## src/rtl/mem_arbiter_pkg.sv

```systemverilog
// Shared definitions for the memory-port arbiter: bus widths, idle port values, FSM states.
// No logic; latency n/a.
// Backpressure n/a.
package mem_arbiter_pkg;

    localparam int ADDR_BUS  = 32;
    localparam int DATA_BUS  = 32;
    localparam int WIDTH_BUS = 4;

    localparam logic [ADDR_BUS-1:0]  ZERO_ADDR  = '0;
    localparam logic [DATA_BUS-1:0]  ZERO_WORD  = '0;
    localparam logic [WIDTH_BUS-1:0] ZERO_WIDTH = '0;

    typedef enum logic {
        STATE_IDLE  = 1'b0,
        STATE_GRANT = 1'b1
    } arb_state_t;

endpackage

```

## src/rtl/mem_arbiter_rr_pick.sv

```systemverilog
// Round-robin picker: first set request at or after ptr, wrapping modulo N.
// Purely combinational, zero latency.
// No backpressure; vld low when no request is set.
module rr_pick #(
    parameter int N = 4,
    localparam int PW = (N > 1) ? $clog2(N) : 1
) (
    input  logic [N-1:0]  req,
    input  logic [PW-1:0] ptr,
    output logic [N-1:0]  gnt,
    output logic [PW-1:0] idx,
    output logic          vld
);

    // Candidate index for each search position, already wrapped.
    logic [PW-1:0] cand [N];

    always_comb begin
        for (int i = 0; i < N; i++) begin
            cand[i] = PW'((int'(ptr) + i) % N);
        end
    end

    always_comb begin
        gnt = '0;
        idx = '0;
        vld = 1'b0;
        for (int i = 0; i < N; i++) begin
            if (!vld && req[cand[i]]) begin
                vld           = 1'b1;
                idx           = cand[i];
                gnt[cand[i]]  = 1'b1;
            end
        end
    end

endmodule

```

## src/rtl/mem_arbiter.sv

```systemverilog
// Round-robin arbiter sharing one memory port among NUM_REQ requesters; MEM_ARB_TIMEOUT_EN bounds bursts.
// Grant 1 cycle after request; memory port follows the owner combinationally; handover without idle bubble.
// Losers simply wait with ce held high; the grant is their only ready indication.
module mem_arbiter
    import mem_arbiter_pkg::*;
#(
    parameter int NUM_REQ   = 4,
    parameter int MAX_BURST = 64
) (
    input  logic                              clk,
    input  logic                              rst,
    input  logic [NUM_REQ-1:0]                req_ce_i,
    input  logic [NUM_REQ-1:0]                req_we_i,
    input  logic [NUM_REQ-1:0][ADDR_BUS-1:0]  req_addr_i,
    input  logic [NUM_REQ-1:0][WIDTH_BUS-1:0] req_width_i,
    input  logic [NUM_REQ-1:0][DATA_BUS-1:0]  req_data_i,
    output logic [NUM_REQ-1:0]                req_gnt_o,
    output logic [DATA_BUS-1:0]               req_data_o,
    output logic                              mem_ce_o,
    output logic                              mem_we_o,
    output logic [ADDR_BUS-1:0]               mem_addr_o,
    output logic [WIDTH_BUS-1:0]              mem_width_o,
    output logic [DATA_BUS-1:0]               mem_data_o,
    input  logic [DATA_BUS-1:0]               mem_data_i,
    output logic                              arb_err_o
);

    localparam int PW = $clog2(NUM_REQ);

    if (NUM_REQ < 2 || NUM_REQ > 8 || MAX_BURST < 1) begin : g_bad_cfg
        $error("mem_arbiter: NUM_REQ must be 2..8 and MAX_BURST >= 1");
    end

    arb_state_t         state;
    logic [PW-1:0]      owner;
    logic [PW-1:0]      ptr;
    logic [NUM_REQ-1:0] gnt_q;

    logic [NUM_REQ-1:0] pick_req;
    logic [NUM_REQ-1:0] pick_gnt;
    logic [PW-1:0]      pick_idx;
    logic               pick_vld;
    logic               owner_ce;
    logic               timeout;
    logic               release_now;

    function automatic logic [PW-1:0] ptr_after(input logic [PW-1:0] k);
        return (int'(k) == NUM_REQ - 1) ? '0 : k + 1'b1;
    endfunction

    assign owner_ce    = req_ce_i[owner];
    assign release_now = (state == STATE_GRANT) && (!owner_ce || timeout);

    // The releasing owner is masked so a same-cycle re-request cannot win the handover.
    assign pick_req = (state == STATE_GRANT) ? (req_ce_i & ~gnt_q) : req_ce_i;

    rr_pick #(.N(NUM_REQ)) u_pick (
        .req (pick_req),
        .ptr (ptr),
        .gnt (pick_gnt),
        .idx (pick_idx),
        .vld (pick_vld)
    );

`ifdef MEM_ARB_TIMEOUT_EN
    localparam int CW = $clog2(MAX_BURST + 1);

    logic [CW-1:0] burst_cnt;
    logic          err_q;

    // Fires in the MAX_BURST-th granted cycle of a burst that is still requesting.
    assign timeout = (state == STATE_GRANT) && owner_ce && (burst_cnt == CW'(MAX_BURST - 1));

    always_ff @(posedge clk or negedge rst) begin
        if (!rst) begin
            burst_cnt <= '0;
            err_q     <= 1'b0;
        end else begin
            err_q <= timeout;
            if (state == STATE_IDLE || release_now) begin
                burst_cnt <= '0;
            end else begin
                burst_cnt <= burst_cnt + 1'b1;
            end
        end
    end

    assign arb_err_o = err_q;
`else
    assign timeout   = 1'b0;
    assign arb_err_o = 1'b0;
`endif

    always_ff @(posedge clk or negedge rst) begin
        if (!rst) begin
            state <= STATE_IDLE;
            owner <= '0;
            ptr   <= '0;
            gnt_q <= '0;
        end else begin
            case (state)
                STATE_IDLE: begin
                    if (pick_vld) begin
                        state <= STATE_GRANT;
                        owner <= pick_idx;
                        ptr   <= ptr_after(pick_idx);
                        gnt_q <= pick_gnt;
                    end
                end
                STATE_GRANT: begin
                    if (release_now) begin
                        if (pick_vld) begin
                            owner <= pick_idx;
                            ptr   <= ptr_after(pick_idx);
                            gnt_q <= pick_gnt;
                        end else begin
                            state <= STATE_IDLE;
                            gnt_q <= '0;
                        end
                    end
                end
                default: begin
                    state <= STATE_IDLE;
                    gnt_q <= '0;
                end
            endcase
        end
    end

    always_comb begin
        mem_ce_o    = 1'b0;
        mem_we_o    = 1'b0;
        mem_addr_o  = ZERO_ADDR;
        mem_width_o = ZERO_WIDTH;
        mem_data_o  = ZERO_WORD;
        if (state == STATE_GRANT) begin
            mem_ce_o    = req_ce_i[owner];
            mem_we_o    = req_we_i[owner];
            mem_addr_o  = req_addr_i[owner];
            mem_width_o = req_width_i[owner];
            mem_data_o  = req_data_i[owner];
        end
    end

    assign req_gnt_o  = gnt_q;
    assign req_data_o = mem_data_i;

endmodule

```

## config.mk

```make
export PLATFORM = sky130hd
export DESIGN_NAME = mem_arbiter
export DESIGN_NICKNAME = d
export VERILOG_FILES = /design/src/rtl/mem_arbiter_pkg.sv /design/src/rtl/mem_arbiter_rr_pick.sv /design/src/rtl/mem_arbiter.sv
export SDC_FILE = /design/constraint.sdc
export NUM_CORES = 1
export LEC_CHECK = 0
export CORE_AREA = 2 2 162 164
export CTS_BUF_LIST = sky130_fd_sc_hd__clkbuf_16
export DETAILED_ROUTE_END_ITERATION = 7
export DIE_AREA = 0 0 164 166
export SLEW_MARGIN = 20
export SYNTH_ARGS = -nofsm -noshare
export SYNTH_HDL_FRONTEND = slang
export SYNTH_SLANG_ARGS = --single-unit
```

## constraint.sdc

```tcl
create_clock -name clk -period 2.7 [get_ports clk]
set_input_delay 0.675 -clock clk [delete_from_list [all_inputs] [get_ports clk]]
set_output_delay 0.675 -clock clk [all_outputs]
set_load 0.005 [all_outputs]
```

==> impl_metrics.csv <==
group,metric,value,unit
finish,drive_gt1_frac,0.2263,
finish,layout.cells.non_filler,968,
sta,rsz0062_at_grt,"false",
finish,post-route-util,0.2860,
critical_path,arrival,2010,ps
power,power_density,813.1,nW/um^2
sta,max_freq,0.3723,GHz
worst_hold_path,min_path_type,"flop to flop",
grt,antenna_found_initial,4,
placement,place_hpwl,16520,um
finish,regArea,234.0,um^2
sta,fin_crit,2686,ps
floorplanning,rows,59,
floorplanning,io_pins,421,
sta,slew_violations,0,
finish,multi_input_area,2603,um^2
placement,dpl-instance-area,7113,um^2
yosys,synth-xor-area-share,0.002743,
finish,final_common_cell,"clkdlybuf4s50_1",
clocking,cts_sinks,9,
critical_path,path_max_fanout,1,
clocking,insertion_delay,230,ps
placement,routabilityCongestion,0.8314,
floorplanning,die_w,164,um
yosys,synth_top_family_by_area,"multiplexers",
sta,setup_tns,0,ps
yosys,synth.area.mux_share,0.5266,
yosys,synth-edff-count,0,
placement,placedCellCount,950,
detailed_routing,viasPerCell,4.034,
floorplanning,initial_core_util,0.1247,
finish,area_growth,129.4,%
yosys,ys_seq_area_frac,0.07053,
clocking,cts_tree,"built",
yosys,ys_types,39,
detailed_routing,wire_per_inst,20.22,um
detailed_routing,vias,3905,
yosys,yosysWarnings,0,
grt,grt_usage,0.1368,
yosys,syn_nets,610,
yosys,synth_flop_cell,"dfrtp_1",
power,power.total,5.956,mW
yosys,syn_inst,289,
placement,dpl_worst_slack,-236.1,ps
yosys,synth_area,3193,um^2
detailed_routing,drtPass1Iterations,5,
sta,setup-violations-final,0,
grt,grt_pass1_vias,4186,
sta,finalHoldViolations,0,
yosys,synth_seq_cells,9,
finish,layout.nets,954,
critical_path,crit_chain,"clkdlybuf4s50_1 > mux4_2 > and2_1 > dlygate4sd2_1",
finish,final_cell_mix,"257 x clkdlybuf4s50_1, 70 x mux4_2, 60 x dlygate4sd2_1",
grt,grt_max_degree,49,
critical_path,worstSetupPathType,"input port to primary output",
yosys,synth-compound-area-share,0.07641,
sta,fin_ws,13.96,ps
clocking,numCtsBuffers,3,
critical_path,cp-end-kind,"primary output",
yosys,synth_adder_area_share,0.02743,
clocking,hold_buffers,0,
power,leakage,2.982,nW
yosys,syn_avg_cell_area,11.05,um^2
job,maxCapViolCount,0,
outcome,outcome,"completed",
clocking,htreeDepth,1,
floorplanning,core-area,25620,um^2
floorplanning,die_h,166,um
detailed_routing,drt-total-wl,19570,um
clocking,cts-root-buf,"clkbuf_16",
detailed_routing,drc,0,
critical_path,critPathLaunchType,"input port",
yosys,async_flop_share,1.000,
sta,finalCritPeriodShare,0.9948,
sta,clock-skew-final,1.122,ps
power,ir_drop,0.3188,mV
critical_path,critPathRequiredTime,2030,ps
finish,fillers,2684,
finish,fin_area,7326,um^2
clocking,cts.path.max_buffers,2,
grt,gr-total-overflow,0,
grt,grt_first_pass_wirelength,27560,um
clocking,path_clk_slew,40,ps
detailed_routing,ant_nets,0,
floorplanning,fp.dieArea,27220,um^2
critical_path,cp_slowest_cell,"mux4_2",
sta,whs,568.1,ps
critical_path,slowest_delay,470,ps
detailed_routing,drt_iter0_drc,261,
yosys,synth-simple-area-share,0.1712,
placement,port_buffers,355,
final cells by class:
class | instances | share of cell area
antenna | 1 | 0.0003416
clock buffer | 3 | 0.01025
clock inverter | 1 | 0.0005124
inverter | 9 | 0.004611
multi-input combinational | 212 | 0.3553
sequential | 9 | 0.03194
tap | 335 | 0.05722
timing repair buffer | 398 | 0.5399
report_power, final:
part | internal, mW | switching [mW]
logic | 3.29 | 2.11
clock network | 0.193 | 0.0613
registers | 0.207 | 0.0935
total | 3.69 | 2.26
cell families (layout without fill, tap and decap cells):
| logic type | after synthesis | after routing |
|---|---|---|
| simple gates | 94 | 94 |
| xor+xnor | 1 | 1 |
| fa+ha+maj | 7 | 7 |
| compound gates | 31 | 31 |
| mux | 78 | 78 |
| flops | 9 | 9 |
| buf+inv | 68 | 411 |
| other cells | 1 | 2 |
synth_stat cells (2+ instances only):
library cell   n  area share
nor2_1         3      0.0035
nand4_1        2      0.0039
dfrtp_1        9       0.071
buf_4         33       0.078
a211oi_1       2      0.0047
o21ai_0        6      0.0094
and2_1        69        0.14
a21oi_1        3      0.0047
mux4_2        70        0.49
mux2i_1        3      0.0094
inv_1          9       0.011
clkbuf_1      17       0.020
nand2_1       13       0.015
o221ai_1       4       0.011
ha_1           7       0.027
mux2_4         2      0.0094
a21o_1         3      0.0071
buf_2          7       0.011
a222oi_1       4       0.013
nand2b_1       3      0.0059
mux2_2         2      0.0071
worst paths after layout:
check                      depth (start not counted)  slack [ps]                      from                        to
max in group asynchronous                          1        1600                       rst      owner[1]$_DFFE_PN0P_
min                                                2         570  req_gnt_o[2]$_DFFE_PN0P_  req_gnt_o[2]$_DFFE_PN0P_
min reg2reg                                        2         570  req_gnt_o[2]$_DFFE_PN0P_  req_gnt_o[2]$_DFFE_PN0P_
max                                                4          10           req_addr_i[103]             mem_addr_o[7]
min in group asynchronous                          1         760                       rst  req_gnt_o[2]$_DFFE_PN0P_
max reg2reg                                        6         340                      flop  req_gnt_o[0]$_DFFE_PN0P_
metal layers:
| metal | track usage | part of all wire |
|---|---|---|
| met5 | 0 | 0 |
| met4 | 0.01793 | 0.0053 |
| met3 | 0.03147 | 0.077 |
| met2 | 0.2358 | 0.49 |
| met1 | 0.1780 | 0.42 |
critical path, delay by kind of cell:
kind,cells,cell delay [ps]
buffers and inverters,2,700
multiplexers,1,470
AND/OR/NAND/NOR,1,170
repair_timing:
action	4_1_cts	5_1_grt
setup endpoints to repair	70	44
setup buffers	10	2
gates cloned	2	0
gates resized for setup	89	44
Power figures use the tool's default switching activity.
